$ cat config.mk
export PLATFORM = sky130hd
export DESIGN_NAME = kf8237_dreq_generator
export DESIGN_NICKNAME = d
export VERILOG_FILES = /design/src/rtl/kf8237_dreq_generator_pkg.sv /design/src/rtl/kf8237_dreq_generator_counter.sv /design/src/rtl/kf8237_dreq_generator.sv
export SDC_FILE = /design/constraint.sdc
export NUM_CORES = 1
export LEC_CHECK = 0
export CORE_MARGIN = 3
export CORE_UTILIZATION = 37
export DETAILED_ROUTE_END_ITERATION = 12
export HOLD_SLACK_MARGIN = 0.05
export PLACE_DENSITY_LB_ADDON = 0.12
export SLEW_MARGIN = 0
export SYNTH_ARGS = -nofsm -noshare
export SYNTH_HDL_FRONTEND = slang
export SYNTH_HIERARCHICAL = 1
export SYNTH_SLANG_ARGS = --single-unit
$ cat constraint.sdc
create_clock -name clock -period 2.1 [get_ports clock]
set_clock_uncertainty 0.05 [all_clocks]
set_input_delay 0.42 -clock clock [delete_from_list [all_inputs] [get_ports clock]]
set_output_delay 0.42 -clock clock [all_outputs]
set_load 0.01 [all_outputs]
$ cat src/rtl/kf8237_dreq_generator_pkg.sv
// Shared types for the KF8237 DREQ generator: the job state machine encoding.
package KF8237_Common_Package;

  typedef enum logic [2:0] {
    IDLE       = 3'd0,
    WAIT_READY = 3'd1,
    REQUEST    = 3'd2,
    ACKED      = 3'd3,
    TERMINATE  = 3'd4
  } dreq_state_t;

endpackage

$ cat src/rtl/kf8237_dreq_generator_counter.sv
// Transfer counter: loads (transfers - 1) at job start and steps down once per
// moved word; terminal flags the final transfer and the count never wraps.
module KF8237_Transfer_Counter #(
  parameter int COUNT_WIDTH = 16
) (
  input  logic                   clock,
  input  logic                   reset,
  input  logic                   load,
  input  logic [COUNT_WIDTH-1:0] load_value,
  input  logic                   decrement,
  output logic [COUNT_WIDTH-1:0] remaining,
  output logic                   terminal
);

  // A decrement at zero is the terminal transfer, so the count holds at zero.
  always_ff @(posedge clock) begin
    if (reset) begin
      remaining <= '0;
    end else if (load) begin
      remaining <= load_value;
    end else if (decrement && (remaining != '0)) begin
      remaining <= remaining - 1'b1;
    end
  end

  assign terminal = (remaining == '0);

endmodule

$ cat src/rtl/kf8237_dreq_generator.sv
// Peripheral-side DREQ generator for an 8237-style DMA controller.
// Define KF8237_DREQ_TC_COUNTER_EN to add the transfer counter and peripheral TC.
module kf8237_dreq_generator
  import KF8237_Common_Package::*;
#(
  parameter int COUNT_WIDTH = 16
) (
  input  logic                   clock,
  input  logic                   reset,
  input  logic                   start,
  input  logic                   stop,
  input  logic                   demand_mode,
  input  logic [COUNT_WIDTH-1:0] transfer_count,
  input  logic                   data_ready,
  input  logic                   dma_acknowledge,
  input  logic                   io_strobe,
  input  logic                   end_of_process_in,
  output logic                   dma_request,
  output logic                   end_of_process_out,
  output logic                   transfer_strobe,
  output logic                   done,
  output logic                   busy,
  output logic [COUNT_WIDTH-1:0] remaining
);

  dreq_state_t            state;
  logic                   demand_latched;
  logic                   strobe_prev;
  logic                   moved_this_dack;
  logic                   strobe_edge;
  logic                   transfer_accept;
  logic                   load_counter;
  logic                   terminal_count;
  logic                   tc_event;
  logic [COUNT_WIDTH-1:0] count_value;

  // Single mode moves one word per DACK; demand mode takes every strobe edge.
  assign strobe_edge     = io_strobe && !strobe_prev;
  assign transfer_accept = (state == ACKED) && dma_acknowledge && strobe_edge && !stop &&
                           (demand_latched || !moved_this_dack);
  assign load_counter    = (state == IDLE) && start && !stop;
  assign tc_event        = transfer_accept && terminal_count;
  assign busy            = (state != IDLE);

`ifdef KF8237_DREQ_TC_COUNTER_EN
  KF8237_Transfer_Counter #(
    .COUNT_WIDTH(COUNT_WIDTH)
  ) u_transfer_counter (
    .clock      (clock),
    .reset      (reset),
    .load       (load_counter),
    .load_value (transfer_count),
    .decrement  (transfer_accept),
    .remaining  (count_value),
    .terminal   (terminal_count)
  );
`else
  logic unused_config;
  assign count_value    = '0;
  assign terminal_count = 1'b0;
  assign unused_config  = ^{transfer_count, load_counter};
`endif

  assign remaining = count_value;

  // Job sequencer; stop overrides every other event once a job is running.
  always_ff @(posedge clock) begin
    if (reset) begin
      state              <= IDLE;
      dma_request        <= 1'b0;
      end_of_process_out <= 1'b0;
      transfer_strobe    <= 1'b0;
      done               <= 1'b0;
      demand_latched     <= 1'b0;
      strobe_prev        <= 1'b0;
      moved_this_dack    <= 1'b0;
    end else begin
      strobe_prev        <= io_strobe;
      end_of_process_out <= 1'b0;
      transfer_strobe    <= transfer_accept;
      done               <= 1'b0;
      if (transfer_accept) begin
        moved_this_dack <= 1'b1;
      end

      if ((state != IDLE) && stop) begin
        dma_request <= 1'b0;
        if (dma_acknowledge) begin
          state <= TERMINATE;
        end else begin
          state <= IDLE;
          done  <= 1'b1;
        end
      end else begin
        case (state)
          IDLE: begin
            if (start && !stop) begin
              state          <= WAIT_READY;
              demand_latched <= demand_mode;
            end
          end

          WAIT_READY: begin
            if (data_ready) begin
              state       <= REQUEST;
              dma_request <= 1'b1;
            end
          end

          REQUEST: begin
            if (dma_acknowledge) begin
              state           <= ACKED;
              dma_request     <= demand_latched;
              moved_this_dack <= 1'b0;
            end
          end

          // A terminal event needs DACK still asserted; DACK dropping re-arms the request.
          ACKED: begin
            if (dma_acknowledge && (tc_event || end_of_process_in)) begin
              state              <= TERMINATE;
              dma_request        <= 1'b0;
              end_of_process_out <= tc_event;
            end else if (!dma_acknowledge) begin
              state       <= WAIT_READY;
              dma_request <= 1'b0;
            end else if (demand_latched && !data_ready) begin
              dma_request <= 1'b0;
            end
          end

          TERMINATE: begin
            dma_request <= 1'b0;
            if (!dma_acknowledge) begin
              state <= IDLE;
              done  <= 1'b1;
            end
          end

          default: begin
            state       <= IDLE;
            dma_request <= 1'b0;
          end
        endcase
      end
    end
  end

endmodule

# Word-level counts from Yosys, hierarchy flattened
# Cells that the tools add are included.
# op_classes
n_eq_ne	12
div_mod_pow	0
multipliers	0
add_sub_neg	0
reduce_logical	20
n_shift	0
n_lt_le_gt_ge	0
bitwise_logic	2
n_mux	22
# op_table
operator	count
$mux 3	8
$pmux 3 s5	1
$mux 1	12
$logic_and 1x1->1	9
$ne 3x3->1 const B	3
$ne 4x2->1 const B	2
$eq 3x2->1 const B	2
$reduce_and 5->1	1
$logic_not 1->1	4
$ne 2x2->1 const B	2
$pmux 1 s4	1
$reduce_and 4->1	1
$eq 3x1->1 const B	1
$eq 3x3->1 const B	1
$logic_not 3->1	1
$ne 3x1->1 const B	1
$reduce_and 3->1	1
$reduce_bool 3->1	1
$not 1->1	2
$reduce_or 2->1	1
$logic_or 1x1->1	1
# word_totals
in_bits	25
mem_bits_ro	0
register_bits	9
output_inout_bits	21
ramBits	0
latch_bits	0
n_memories	0
word_cells	63

# Depth between registers and ports, before layout
# Gate-level depths: netlist of the first run.
# logic_depth
ltp_word	9
depth_mapped	5
depth_no_buf	4

# Worst setup path after synthesis of the first run
# Ideal clock, no wire load.
# synth_timing
kind	register -> register
start	reg state[1]
end	reg demand_latched
path_buffers	1
stages_incl_launch_ff	6
setup_slack_ns	0.679
required_ns	1.936
period_less_slack_ns	1.421
setup_time_ns	0.114
arrival_ns	1.257
cell_sequence	dfxtp_1 -> buf_6 -> or3_4 -> nor3b_2 -> mux2i_1 -> nor2_1
# synth_between
elab_chain_len	4
elab_cells_between_ends	5
classes_between	1 x bitwise; 4 x reduce/logical
# synth_lines
element	line	rtl
start: declaration	kf8237_dreq_generator.sv:26	dreq_state_t state;
start signal: assignment	kf8237_dreq_generator.sv:69	state <= IDLE;
start signal: assignment	kf8237_dreq_generator.sv:89	state <= TERMINATE;
start signal: assignment	kf8237_dreq_generator.sv:91	state <= IDLE;
$reduce_bool 3->1	-	
net busy	kf8237_dreq_generator.sv:22	output logic busy,
$logic_and 1x1->1	kf8237_dreq_generator.sv:86	if ((state != IDLE) && stop) begin
$not 1->1 (no line)	-	
$reduce_and 3->1 (no line)	-	
end signal: assignment	kf8237_dreq_generator.sv:99	demand_latched <= demand_mode;
end: declaration	kf8237_dreq_generator.sv:27	logic demand_latched;
# The timed path passes the listed nets, and every way through them passes these cells.
# A chain may end at the register's enable or synchronous reset.

# Final worst setup path of the first run
# layout_timing
start	reg state[2]
end	out busy
# layout_between
elab_chain_len	1
# layout_lines
element	line	rtl
$reduce_bool 3->1	kf8237_dreq_generator.sv:43	assign busy = (state != IDLE);
end: declaration	kf8237_dreq_generator.sv:22	
# No other way between the ends.

==> summary.md, run 1 <==
| Metric | Value |
|---|---|
| Run status | `completed` |
| Pre-CTS WS | `165 ps` |
| # setup viols final | `0` |
| Most used flip-flop cell after synthesis | `sky130_fd_sc_hd__dfxtp_1` |
| Share of cells above drive strength 1 | `12.2%` |
| Clock-pin slew of the registers on the worst-case setup and hold paths | `60 ps` |
| Wire length of the first global-routing pass | `2.17 mm` |
| Unrepaired setup endpoints after global routing | `false` |
| TritonCTS clock tree | `yes` |
| Signed area change from the synthesized netlist to the final layout | `19.2%` |
| Post-CTS setup buffer count | `0` |
| Max Buffers Root-to-Sink | `2` |
| Initial core utilization | `41.7%` |
| Synth Cell Area | `664 µm²` |
| Slowest-stage cell, CP | `sky130_fd_sc_hd__clkdlybuf4s50_1` |
| IO buf count | `12` |
| Kind of start point of the critical path | `flip-flop` |
| Total power of the final layout | `approximately 0.00050 W` |
| Static Leak | `0.320 nW` |
| Number of clock sinks | `9` |
| Number of global-route vias before repair | `470` |
| Flop and latch count out of synthesis | `9` |
| Proportion of synthesized flip-flops having asynchronous set or reset | `0%` |
| Class of the most critical hold timing path | `reg -> reg` |
| Count of flip-flops with a built-in enable after synthesis | `0` |
| Area occupied by multi-input gates | `383 µm²` |
| Maximum net fanout on the critical path | `9` |
| Number of rows created at floorplan | `14` |
| Critical Path Sink Type | `primary output` |
| Mapped Avg Cell Area | `a little over 8 µm²` |
| Maximum capacitance violations | `0` |
| Horizontal extent of the die | `approximately 48 µm` |
| Routability-driven placement congestion ratio | `0.730` |
| Post-Layout Cell Count | `122` |
| Aggregate global routing overflow | `0` |
| Number of DRC violations after detailed-routing iteration 0 | `14` |
| H-Tree Depth | `1` |
| Worst Setup Path Type | `reg -> out` |
| Fraction of synthesized cell area taken by the top area cell type | `between 20 and 30%` |
| Peak per-stage delay on the critical path | `490 ps` |
| Number of nets with antenna violations after detailed routing | `0` |
| Wirelength, routed | `1.28 mm` |
| # IOs | `46` |
| Residual DRC count | `0` |
| Vias per cell | `4.62` |
| Synth warnings | `6` |
| Max VDD drop | `259 µV` |
| Distinct cells, synth | `29` |
| Max Transition Viols Final | `0` |
| Sum of net half-perimeters after detailed placement | `1.02 mm` |
| Worst skew pair latency | `about 270 ps` |
| Ordered list of cells on the worst path | `or3_4 -> clkdlybuf4s50_1` |
| Maximum achievable frequency | `502 MHz` |
| Filler Cells Inserted | `171` |
| Largest net degree at the start of global routing | `12` |
| Layout Cell Area excl Fill | `792 µm²` |
| Post-cts sizing count | `0` |
| Standard cell area after detailed placement | `around 770 µm²` |
| Die footprint | `2340 µm²` |
| Routed length per instance | `around 11 µm` |
| Number of buffers inserted for hold repair after clock tree synthesis | `0` |
| Ant diodes | `0` |
| Number of antenna violations at the first check in global routing | `0` |
| List of most frequent post-synthesis cells | `18 x sky130_fd_sc_hd__buf_4, 9 x sky130_fd_sc_hd__dfxtp_1, 8 x sky130_fd_sc_hd__a21oi_1` |
| Final layout net count | `124` |
| Post-synthesis cell count | `80` |
| Via total after detailed routing | `approximately 560` |
| Data arrival at the endpoint of the critical path | `1520 ps` |
| Master cell of the clock root buffer | `sky130_fd_sc_hd__clkbuf_4` |
| Sequential standard cell area | `180 µm²` |
| Detailed Routing Iterations Pass 1 | `4` |
| Sequential share of the synthesized area | `between 20% and 30%` |
| Die height | `~48 µm` |
| Minimum period implied by the final worst setup slack | `1990 ps` |
| Power per unit of standard cell area | `631 nW/µm²` |
| Number of hold-slack violations in the final timing report | `0` |
| Inst Count DP | `118` |
| Most frequent cell after synthesis | `sky130_fd_sc_hd__buf_4` |
| Yosys top cell by area | `sky130_fd_sc_hd__dfxtp_1` |
| Setup total negative slack | `0 ps` |
| Number of buffers created by CTS | `3` |
| Final worst-path cycle share | `94.8%` |
| Synth area leaders | `sky130_fd_sc_hd__dfxtp_1 27%, sky130_fd_sc_hd__buf_4 20%, sky130_fd_sc_hd__a21oi_1 6.0%` |
| Overall routing resource usage | `around an eighth` |
| Worst path required time | `approximately 1600 ps` |
| Core region area | `1590 µm²` |
| Worst-case setup margin in the final layout | `110 ps` |
## worst paths after layout
path / to / startpoint / depth (start not counted) / slack, ps
max: busy / state[2] / 2 / 110
min: transfer_strobe / moved_this_dack / 1 / 380
max reg2reg: state[0] / state[1] / 5 / 490
min reg2reg: transfer_strobe / moved_this_dack / 1 / 380
## worst max-delay path: cells and delay by family, from the launching register on
| kind | cells | cell delay (ps) |
|---|---|---|
| buffers and inverters | 1 | 490 |
| DFF | 1 | 380 |
| and+or+nand+nor | 1 | 390 |
## metal layers
layer | up-vias | part of all wire, % | GRT usage [%]
met4 | 0 | 0 | 2.84
met3 | 0 | 8.3 | 5.52
met5 | - | 0 | 0
met1 | 254 | 47 | 16.3
met2 | 24 | 44 | 15.8
li1 | 286 | - | -
## through the flow
stage	hold WS, ps	utilization, %
6_report	380	49.7
5_1_grt	407	49.7
4_1_cts	388	49.7
3_5_place_dp	379	48.0
3_3_place_gp	375	48.0
2_1_floorplan	359	-
## cell type report
cell class                 instances  share of cell area, %
inverter                           4                   1.90
sequential                         9                   22.7
tap                               24                   3.79
multi-input combinational         64                   48.3
timing repair buffer              17                   19.9
clock buffer                       4                   3.32
## flip-flops by register name (all words and copies together) (netlist names)
register,flops
moved_this_dack,1
strobe_prev,1
transfer_strobe,1
demand_latched,1
dma_request,1
done,1
state,3
## kinds of logic (layout without fill, tap and decap cells)
family	Yosys count	in the layout	share of synthesized area, %
flops	9	9	27.1
compound gates	17	17	16.2
buf+inv	23	25	24.3
simple gates	26	26	25.8
mux	4	4	6.03
other cells	1	17	0.564
## power by group
group | internal [W] | switching [W] | total [W] | leakage [nW]
Clock | 0.0000733 | 0.0000621 | 0.000135 | 0.0150
Sequential | 0.000181 | 0.00000673 | 0.000188 | 0.0732
Combinational | 0.0000844 | 0.0000915 | 0.000176 | 0.231
## cell usage in the layout, fill, tap and decap left out, drive strengths merged
| master | count |
|---|---|
| dfxtp | 9 |
| nor2 | 3 |
| and2b | 1 |
| a32oi | 1 |
| o21ai | 2 |
| a311oi | 2 |
| nand3 | 3 |
| or2 | 1 |
| or4 | 1 |
| or3 | 1 |
| o41ai | 1 |
| nor4b | 1 |
| clkbuf | 4 |
| conb | 17 |
| or3b | 1 |
| clkdlybuf4s50 | 12 |
| a21o | 1 |
| o221ai | 1 |
| inv | 4 |
| nand3b | 3 |
| a31oi | 1 |
| nand2 | 4 |
| a21oi | 8 |
| buf | 5 |
| nor2b | 3 |
| mux2i | 4 |
| nor3 | 1 |
| nor3b | 2 |
| nand2b | 1 |
No activity file was read; power rests on OpenSTA's default activity.
==> run 2, diff against run 1 <==
SLEW_MARGIN = not set   (was 0)
==> results of run 2 <==
Final layout, timing and power as in run 1 (identical DEF).
